--- src/rtl/fix_pkg.sv ---
// rtl/fix_pkg.sv - shared FIX field constants, state/error enums and field record type
package fix_pkg;

    localparam logic [7:0] FIX_SOH     = 8'h01;
    localparam logic [7:0] FIX_EQ      = 8'h3d;
    localparam logic [7:0] FIX_DIGIT_0 = 8'h30;
    localparam logic [7:0] FIX_DIGIT_9 = 8'h39;

    localparam int FIX_MAX_VAL_LEN = 32;
    localparam int FIX_TAG_DIGITS  = 5;
    localparam int FIX_TAG_W       = 17;
    localparam int FIX_LEN_W       = 6;

    typedef enum logic [1:0] {
        ST_TAG     = 2'd0,
        ST_VALUE   = 2'd1,
        ST_DISCARD = 2'd2
    } fsm_state_e;

    typedef enum logic [1:0] {
        ERR_NONE      = 2'd0,
        ERR_NON_DIGIT = 2'd1,
        ERR_TAG_LEN   = 2'd2,
        ERR_OVERFLOW  = 2'd3
    } err_code_e;

    typedef struct packed {
        logic [FIX_TAG_W-1:0]         tag;
        logic [8*FIX_MAX_VAL_LEN-1:0] val;
        logic [FIX_LEN_W-1:0]         len;
        logic                         trunc;
    } fld_rec_t;

    function automatic logic is_digit(input logic [7:0] b);
        return (b >= FIX_DIGIT_0) && (b <= FIX_DIGIT_9);
    endfunction

endpackage

--- src/rtl/fix_value_buf.sv ---
// rtl/fix_value_buf.sv - byte-indexed value store with length counter and truncation flag
module fix_value_buf #(
    parameter int MAX_VAL_LEN = 32,
    parameter int LEN_W       = 6
) (
    input  logic                     clk,
    input  logic                     rst,
    input  logic                     clear_i,
    input  logic                     wr_i,
    input  logic [7:0]               data_i,
    output logic [8*MAX_VAL_LEN-1:0] val_o,
    output logic [LEN_W-1:0]         len_o,
    output logic                     trunc_o
);

    logic [8*MAX_VAL_LEN-1:0] val_q, val_d;
    logic [LEN_W-1:0]         len_q, len_d;
    logic                     trunc_q, trunc_d;

    always_comb begin
        val_d   = val_q;
        len_d   = len_q;
        trunc_d = trunc_q;
        if (clear_i) begin
            val_d   = '0;
            len_d   = '0;
            trunc_d = 1'b0;
        end else if (wr_i) begin
            // Bytes beyond capacity are dropped; only the flag records they existed.
            if (len_q == LEN_W'(MAX_VAL_LEN)) begin
                trunc_d = 1'b1;
            end else begin
                val_d[{len_q, 3'b000} +: 8] = data_i;
                len_d = len_q + LEN_W'(1);
            end
        end
    end

    always_ff @(posedge clk) begin
        if (rst) begin
            val_q   <= '0;
            len_q   <= '0;
            trunc_q <= 1'b0;
        end else begin
            val_q   <= val_d;
            len_q   <= len_d;
            trunc_q <= trunc_d;
        end
    end

    assign val_o   = val_q;
    assign len_o   = len_q;
    assign trunc_o = trunc_q;

endmodule

--- src/rtl/fix_field_assembler.sv ---
// rtl/fix_field_assembler.sv - builds tag/value field records from FIX parser strobes
module fix_field_assembler
    import fix_pkg::*;
#(
    parameter int MAX_VAL_LEN = 32,
    parameter int TAG_DIGITS  = 5,
    parameter int TAG_W       = 17,
    parameter int LEN_W       = 6
) (
    input  logic                     clk,
    input  logic                     rst,
    input  logic [7:0]               data_i,
    input  logic                     tag_s_i,
    input  logic                     tag_e_i,
    input  logic                     value_s_i,
    input  logic                     value_e_i,
    output logic                     fld_valid_o,
    input  logic                     fld_ready_i,
    output logic [TAG_W-1:0]         fld_tag_o,
    output logic [8*MAX_VAL_LEN-1:0] fld_val_o,
    output logic [LEN_W-1:0]         fld_len_o,
    output logic                     fld_trunc_o,
    output logic                     err_o,
    output logic [1:0]               err_code_o
);

    localparam int DIG_W = $clog2(TAG_DIGITS + 1);

    fsm_state_e               state_q, state_d;
    err_code_e                code_q, code_d;
    logic [TAG_W-1:0]         tag_acc_q, tag_acc_d;
    logic [DIG_W-1:0]         digits_q, digits_d;
    logic                     fld_valid_q, fld_valid_d;
    logic [TAG_W-1:0]         fld_tag_q, fld_tag_d;
    logic [8*MAX_VAL_LEN-1:0] fld_val_q, fld_val_d;
    logic [LEN_W-1:0]         fld_len_q, fld_len_d;
    logic                     fld_trunc_q, fld_trunc_d;
    logic                     err_q, err_d;
    err_code_e                err_code_q, err_code_d;

    logic                     ts, te, vs, ve;
    logic                     buf_clear, buf_wr, done;
    logic [TAG_W+3:0]         mac;
    logic [8*MAX_VAL_LEN-1:0] buf_val;
    logic [LEN_W-1:0]         buf_len;
    logic                     buf_trunc;

    // Strobe priority: value_e > tag_e > value_s > tag_s.
    assign ve = value_e_i;
    assign te = tag_e_i & ~value_e_i;
    assign vs = value_s_i & ~tag_e_i & ~value_e_i;
    assign ts = tag_s_i & ~value_s_i & ~tag_e_i & ~value_e_i;

    assign mac = (TAG_W+4)'(tag_acc_q) * (TAG_W+4)'(10) + (TAG_W+4)'(data_i - FIX_DIGIT_0);

    fix_value_buf #(
        .MAX_VAL_LEN(MAX_VAL_LEN),
        .LEN_W      (LEN_W)
    ) u_value_buf (
        .clk    (clk),
        .rst    (rst),
        .clear_i(buf_clear),
        .wr_i   (buf_wr),
        .data_i (data_i),
        .val_o  (buf_val),
        .len_o  (buf_len),
        .trunc_o(buf_trunc)
    );

    always_comb begin
        state_d     = state_q;
        code_d      = code_q;
        tag_acc_d   = tag_acc_q;
        digits_d    = digits_q;
        fld_valid_d = fld_valid_q;
        fld_tag_d   = fld_tag_q;
        fld_val_d   = fld_val_q;
        fld_len_d   = fld_len_q;
        fld_trunc_d = fld_trunc_q;
        err_d       = 1'b0;
        err_code_d  = ERR_NONE;
        buf_clear   = 1'b0;
        buf_wr      = 1'b0;
        done        = 1'b0;

        case (state_q)
            ST_TAG: begin
                if (ts) begin
                    if (!is_digit(data_i)) begin
                        code_d  = ERR_NON_DIGIT;
                        state_d = ST_DISCARD;
                    end else if (digits_q == DIG_W'(TAG_DIGITS)) begin
                        code_d  = ERR_TAG_LEN;
                        state_d = ST_DISCARD;
                    end else begin
                        tag_acc_d = TAG_W'(mac);
                        digits_d  = digits_q + DIG_W'(1);
                    end
                end else if (te) begin
                    if (digits_q == '0) begin
                        code_d  = ERR_TAG_LEN;
                        state_d = ST_DISCARD;
                    end else begin
                        buf_clear = 1'b1;
                        state_d   = ST_VALUE;
                    end
                end
            end
            ST_VALUE: begin
                if (ve) begin
                    done      = 1'b1;
                    tag_acc_d = '0;
                    digits_d  = '0;
                    state_d   = ST_TAG;
                end else if (vs) begin
                    buf_wr = 1'b1;
                end
            end
            ST_DISCARD: begin
                if (ve) begin
                    err_d      = 1'b1;
                    err_code_d = code_q;
                    tag_acc_d  = '0;
                    digits_d   = '0;
                    state_d    = ST_TAG;
                end
            end
            default: state_d = ST_TAG;
        endcase

        // One-entry output register: a completion while a record is stuck is dropped.
        if (done) begin
            if (!fld_valid_q || fld_ready_i) begin
                fld_valid_d = 1'b1;
                fld_tag_d   = tag_acc_q;
                fld_val_d   = buf_val;
                fld_len_d   = buf_len;
                fld_trunc_d = buf_trunc;
            end else begin
                err_d      = 1'b1;
                err_code_d = ERR_OVERFLOW;
            end
        end else if (fld_valid_q && fld_ready_i) begin
            fld_valid_d = 1'b0;
        end
    end

    always_ff @(posedge clk) begin
        if (rst) begin
            state_q     <= ST_TAG;
            code_q      <= ERR_NONE;
            tag_acc_q   <= '0;
            digits_q    <= '0;
            fld_valid_q <= 1'b0;
            fld_tag_q   <= '0;
            fld_val_q   <= '0;
            fld_len_q   <= '0;
            fld_trunc_q <= 1'b0;
            err_q       <= 1'b0;
            err_code_q  <= ERR_NONE;
        end else begin
            state_q     <= state_d;
            code_q      <= code_d;
            tag_acc_q   <= tag_acc_d;
            digits_q    <= digits_d;
            fld_valid_q <= fld_valid_d;
            fld_tag_q   <= fld_tag_d;
            fld_val_q   <= fld_val_d;
            fld_len_q   <= fld_len_d;
            fld_trunc_q <= fld_trunc_d;
            err_q       <= err_d;
            err_code_q  <= err_code_d;
        end
    end

    assign fld_valid_o = fld_valid_q;
    assign fld_tag_o   = fld_tag_q;
    assign fld_val_o   = fld_val_q;
    assign fld_len_o   = fld_len_q;
    assign fld_trunc_o = fld_trunc_q;
    assign err_o       = err_q;
    assign err_code_o  = err_code_q;

endmodule

--- config.mk ---
export PLATFORM = sky130hd
export DESIGN_NAME = fix_field_assembler
export DESIGN_NICKNAME = d
export VERILOG_FILES = /design/src/rtl/fix_pkg.sv /design/src/rtl/fix_value_buf.sv /design/src/rtl/fix_field_assembler.sv
export SDC_FILE = /design/constraint.sdc
export NUM_CORES = 1
export LEC_CHECK = 0
export ABC_AREA = 1
export BUFFER_PORTS_ARGS = -buffer_cell sky130_fd_sc_hd__buf_4
export CAP_MARGIN = 10
export CORE_MARGIN = 5
export CORE_UTILIZATION = 63
export CTS_BUF_LIST = sky130_fd_sc_hd__clkbuf_8
export DETAILED_ROUTE_END_ITERATION = 10
export PLACE_DENSITY = 0.9
export SETUP_SLACK_MARGIN = 0.4
export SYNTH_ARGS = -nofsm -noshare
export SYNTH_HDL_FRONTEND = slang
export SYNTH_HIERARCHICAL = 1
export SYNTH_SLANG_ARGS = --single-unit
--- constraint.sdc ---
create_clock -name clk -period 5.46 [get_ports clk]
set_input_delay 1.092 -clock clk [delete_from_list [all_inputs] [get_ports clk]]
set_output_delay 1.092 -clock clk [all_outputs]
set_load 0.01 [all_outputs]
Word level (Yosys, flattened, before mapping). Cells that the tools add are included. Widths: inputs -> output; s select.

Bits in registers: 571. Latch bits: 0. Memory bits (writable): 0. Bits in read-only memories: 0. Memories kept: 0.

Add/subtract/negate cells: 5. Multipliers: 1. Divide/modulo/power cells: 0. Order comparisons: 2. Eq/ne operators: 12. Shift-type cells: 2. Multiplexer cells: 41. Bitwise gates (word level): 10. Reduce and logical (&&, ||, !) cells: 19.

Operators with widths (count): $bwmux 256 (1); $shift 8x11->256 const A (1); $shiftx 8x11->256 (1); $mux 17 (4); $pmux 17 s2 (1); $mux 2 (14); $add 17x17->17 (1); $mul 17x3->16 const B (1); $mux 1 (15); $mux 3 (4); $neg 9->11 (1); $sub 8x6->9 const B (1); $ge 8x6->1 const B (1); $le 8x6->1 const B (1); $reduce_and 2->1 (4); $reduce_bool 2->1 (4); $add 6x1->6 const B (1); $and 1x1->1 (6); $eq 6x6->1 const B (1); $ne 2x2->1 const B (3); $pmux 3 s2 (1); $reduce_and 5->1 (1); $ne 2x1->1 const B (2); $ne 4x4->1 const B (1); 16 further kinds (21).

Longest topological paths before layout.
Depth after elaboration: 7. Mapped depth: 20.

Cells and area by module. Netlist, hierarchy kept.

Modules (own cells, without submodules): fix_field_assembler (times used 1, cells each 1655, area each 12514.5 um^2, sequential area each 6165.9 um^2); fix_value_buf (times used 1, cells each 1673, area each 11003.1 um^2, sequential area each 5265.0 um^2).

Least setup slack after synthesis. Ideal clock, no wire load.

Path kind: register to register. Start: register tag_acc_q[1]. End: register tag_acc_q[16]. Arrival: 2911 ps. Slack: 2413 ps. Cell stages (with the launch flop): 19. Path buffers: 0. Period minus slack after synthesis: 3047 ps. Cell sequence: dfxtp_1 ha_1 ha_1 fa_1 nand3_1 nand2_1 a21oi_1 nor2_1 nor2_1 xor2_1 ha_1 nand2_1 inv_1 a21oi_1 nand2_1 a21oi_1 nand3_1 nand3_1 a21oi_1.

Cells in the longest elaborated chain, start to end: 6.

Ends and longest elaborated chain: from (decl) (RTL line fix_field_assembler.sv:31) `logic [TAG_W-1:0] tag_acc_q, tag_acc_d;`; from (signal assigned) (RTL line fix_field_assembler.sv:164) `tag_acc_q <= tag_acc_d;`; $mul 17x3->16 (RTL line fix_field_assembler.sv:54) `assign mac = (TAG_W+4)'(tag_acc_q) * (TAG_W+4)'(10) + (TAG_W+4)'(data_i - FIX_DIGIT_0);`; $add 17x17->17 (RTL line fix_field_assembler.sv:54); $mux 17 (RTL line fix_field_assembler.sv:92) `end else if (digits_q == DIG_W'(TAG_DIGITS)) begin`; $mux 17 (RTL line fix_field_assembler.sv:89) `if (!is_digit(data_i)) begin`; $mux 17 (RTL line fix_field_assembler.sv:88) `if (ts) begin`; $pmux 17 s2 (RTL line fix_field_assembler.sv:86) `case (state_q)`.

Every way passes these cells. The select of a mux whose other input is x is not followed. A chain may end at the register's enable or synchronous reset.

Final worst setup path.
Start: register u_value_buf.len_q[0] (netlist: u_value_buf/len_o[0]). End: register u_value_buf.val_q[243] (netlist: u_value_buf/val_o[243]).

Cells in the longest elaborated chain, start to end: 3. Elaborated cells on any way between the ends: 7. Classes of those cells: add/sub (1); eq/ne (1); shift (2); mux (1); bitwise (1); reduce/logical (1).

Ends and longest elaborated chain: from (decl) (RTL line fix_value_buf.sv:17) `logic [LEN_W-1:0] len_q, len_d;`; from (signal assigned) (RTL line fix_value_buf.sv:46) `len_q <= len_d;`; $neg 9->11 or $eq 6x6->1 (tied branches) (RTL line fix_value_buf.sv:33, fix_value_buf.sv:30); $shiftx 8x11->256, or another cell as far along (RTL line fix_value_buf.sv:33) `val_d[{len_q, 3'b000} +: 8] = data_i;`; $bwmux 256 or $reduce_and 2->1 (tied branches); to (signal assigned) (RTL line fix_value_buf.sv:45) `val_q <= val_d;`; to (decl) (RTL line fix_value_buf.sv:16) `logic [8*MAX_VAL_LEN-1:0] val_q, val_d;`.

Several ways; a longest one is shown, not always the timed one.

==> impl_metrics.ini <==
[run_status]
status = finished, violations left
violations = slew limit

[placement]
dpl.hpwl_um = 48500
portBuffers = 298
place_congestion = 0.907

[power_and_ir_drop]
combPwrFrac_pct = 13.1
p_switching_mw = 2.63
p_int_mw = 6.92
seq_power_share_pct = 47.6
irDropWorstVdd_mv = 0.293
power_leakage_nw = 13.2
sw_frac_of_total_pct = 27.5
pwr-share-clk_pct = 39.4
pwr_density_cell_mw_per_mm2 = 346

[worst_hold_path]
hold_end = u_value_buf/trunc_o
hold_path_class = flop to flop
hold_path_depth = 2
min_from = u_value_buf/trunc_o

[setup_path]
reg2reg_depth = 11
crit_required_ns = 6.01
crit_type = flop to flop
critPathArrivalTime_ns = 5.30
cp_top_family = simple AND/OR/NAND/NOR gates
start_kind = flop
crit_path_max_incr_delay_ns = 0.78
regToRegEndpoint = u_value_buf/val_o[243]
worst-r2r-setup-slack_ns = 0.71
cp_slowest_cell = dfxtp_1
cp_common_cell = nor2_1
worstPathCellList = inv_2, ha_1, inv_2, nor2_1, inv_1, nor2_1, nand3_1, nor2_2, nand2_1, nand2_1, nor2_1
worst-path-buf-inv = 3
worstPathMaxFanout = 18
crit_path_end_kind = flop
r2r_start = u_value_buf/len_o[0]

[sta]
finalSetupViolations = 0
finalHoldViolCount = 0
maxSlewHeadroom_pct = -9.39
hold_slack_ns = 0.459
period_share_pct = 87.0
timing.setup.tns_ns = 0
rsz0062_at_grt = false
finalClockSkew_ns = 0.0365
slew_violations = 117
fin_crit_ns = 4.75
worst_pin_slew_ns = 1.64
max_freq_ghz = 0.211

[logic_synthesis]
synth_area_per_cell_um2 = 7.07
async_flop_share_pct = 0
ys.flop_type = dfxtp_1
synth_fp_nets = 3394
yosys.area.top_type = dfxtp_1
synth-edff-count = 0
yosysWarnings = 6
syn_area_mm2 = 0.0235
synth.most_common_cell = nor2_1
synth_cells = 3328
synth_common_cells = nor2_1, nand2_1, dfxtp_1
ys_ff_latch = 571
synth_area_leaders = dfxtp_1, nor2_1, nand2_1, o21ai_0, ha_1
seq_area_frac_synth_pct = 48.6
ys_types = 41
synth.top_cell.area_share_pct = 48.6

[final_layout]
drive_gt1_share_pct = 14.7
finalNetCount = 3624
n_antenna_cell = 0
area_growth_pct = 17.4

[grt]
antenna_found_initial = 0
grt_pass1_vias = 21700
track_usage_pct = 33.4
grt-ovfl-total = 0
grt_start_max_net_pins = 283
grt_pass1_wl_um = 113000

[clocking]
htreeDepth = 3
cts_tree = done
cts_sinks = 571
post_cts_buffers = 0
clkTransAtPathRegs_ns = 0.07
cts.path.max_buffers = 3
ctsHoldBuffers = 0
cts_made_buffers = 88
clock_tree.root_cell = clkbuf_8
cts_resized = 0
clk_latency_ns = 0.68

[floorplanning]
initial_core_util_pct = 64.1
ioPinCount = 299
dieArea_mm2 = 0.0413
core_mm2 = 0.0367
die_width_um = 203
dieHeight_um = 203
num_rows = 70

[drt]
ant_nets = 0
totalWireLength_um = 72000
drt_iter0_drc = 2583
dr.pass1.iters = 6
detail_route.wl_per_cell_um = 17.6
viasPerCell = 5.61
drc = 0
vias = 22900

[job]
cap_violations = 0
## power by group through the flow
stage | Combinational [mW] | Clock (mW) | Sequential, mW
3_5_place_dp | 1.23 | 0 | 4.62
6_report | 1.25 | 3.76 | 4.54
5_1_grt | 1.37 | 3.98 | 4.56
2_1_floorplan | 0.592 | 0 | 4.68
3_3_place_gp | 1.20 | 0 | 4.62
4_1_cts | 1.24 | 3.78 | 4.54
## registers in the layout, summed over array words and instances, names as in the netlist
register / flops
code_q: 2
digits_q: 3
err_code_o: 2
err_o: 1
fld_len_o: 6
fld_tag_o: 17
fld_trunc_o: 1
fld_val_o: 256
fld_valid_o: 1
state_q: 2
tag_acc_q: 17
u_value_buf/len_o: 6
u_value_buf/trunc_o: 1
u_value_buf/val_o: 256
## cells in the final DEF, fill, tap and decap left out, types with 12 or more instances in the layout
| master | synthesis | routed |
|---|---|---|
| dfxtp_1 | 571 | 571 |
| nor2_1 | 1158 | 1156 |
| nor2_2 | 17 | 17 |
| a21oi_2 | 12 | 12 |
| inv_1 | 132 | 147 |
| ha_1 | 49 | 49 |
| nor3_1 | 17 | 16 |
| nand3_1 | 98 | 98 |
| a21oi_1 | 57 | 57 |
| nor2_4 | 11 | 13 |
| nand4_1 | 18 | 18 |
| nand2_1 | 602 | 602 |
| clkbuf_8 | 0 | 110 |
| o21ai_0 | 349 | 349 |
| buf_4 | 1 | 306 |
| clkinv_2 | 0 | 13 |
## through the flow
| step | std cells | power [mW] | utilization, % | setup WS [ns] | area, um^2 |
|---|---|---|---|---|---|
| 2_1_floorplan | 3328 | 5.27 | - | 2.41 | 23500 |
| 4_1_cts | 4090 | 9.57 | 75.3 | 0.908 | 27600 |
| 3_3_place_gp | 3936 | 5.82 | 70.2 | 1.07 | 25700 |
| 3_5_place_dp | 3936 | 5.85 | 70.2 | 0.939 | 25700 |
| 6_report | 4090 | 9.55 | 75.3 | 0.712 | 27600 |
| 5_1_grt | 4090 | 9.91 | 75.3 | 0.544 | 27600 |
## layout make-up
cell class | instances | area, um^2
sequential | 571 | 11400
multi-input combinational | 2444 | 10800
fill | 2715 | 9080
timing repair buffer | 310 | 2380
clock buffer | 110 | 1510
tap | 468 | 586
inverter | 143 | 554
clock inverter | 44 | 359
## per-layer routing
layer / part of all wire (%) / vias to the layer above / GRT usage [%]
met5: 0 / - / 0
met4: 3.9 / 0 / 13.5
met1: 41 / 10700 / 44.4
li1: - / 10900 / -
met3: 10 / 209 / 8.03
met2: 45 / 1132 / 52.6
## worst reg2reg max path, cell delays in order, from the launching register on
cell and delay, ns:
dfxtp_1 0.78, inv_2 0.19, ha_1 0.73, inv_2 0.24, nor2_1 0.74, inv_1 0.19, nor2_1 0.61, nand3_1 0.31
nor2_2 0.58, nand2_1 0.12, nand2_1 0.10, nor2_1 0.05
## cells by family after synthesis
family	Yosys count	share of synthesized area [%]
DFF	571	48.6
and+or+nand+nor	1951	33.0
AOI/OAI and AO/OA	428	9.45
buffers and inverters	313	5.62
xor gates and xnor gates	14	0.553
adders and majority gates	51	2.78
## worst max-delay path by stage
stage / from / end / slack, ns / cells past startpoint
2_1_floorplan: tag_acc_q[1] / tag_acc_q[16] / 2.41 / 18
3_3_place_gp: u_value_buf/len_o[0] / u_value_buf/val_o[245] / 1.07 / 11
3_5_place_dp: value_e_i / u_value_buf/val_o[136] / 0.94 / 9
4_1_cts: u_value_buf/len_o[0] / u_value_buf/val_o[241] / 0.91 / 11
5_1_grt: u_value_buf/len_o[0] / u_value_buf/val_o[243] / 0.54 / 11
6_report: u_value_buf/len_o[0] / u_value_buf/val_o[243] / 0.71 / 11
Power figures use the tool's default switching activity.
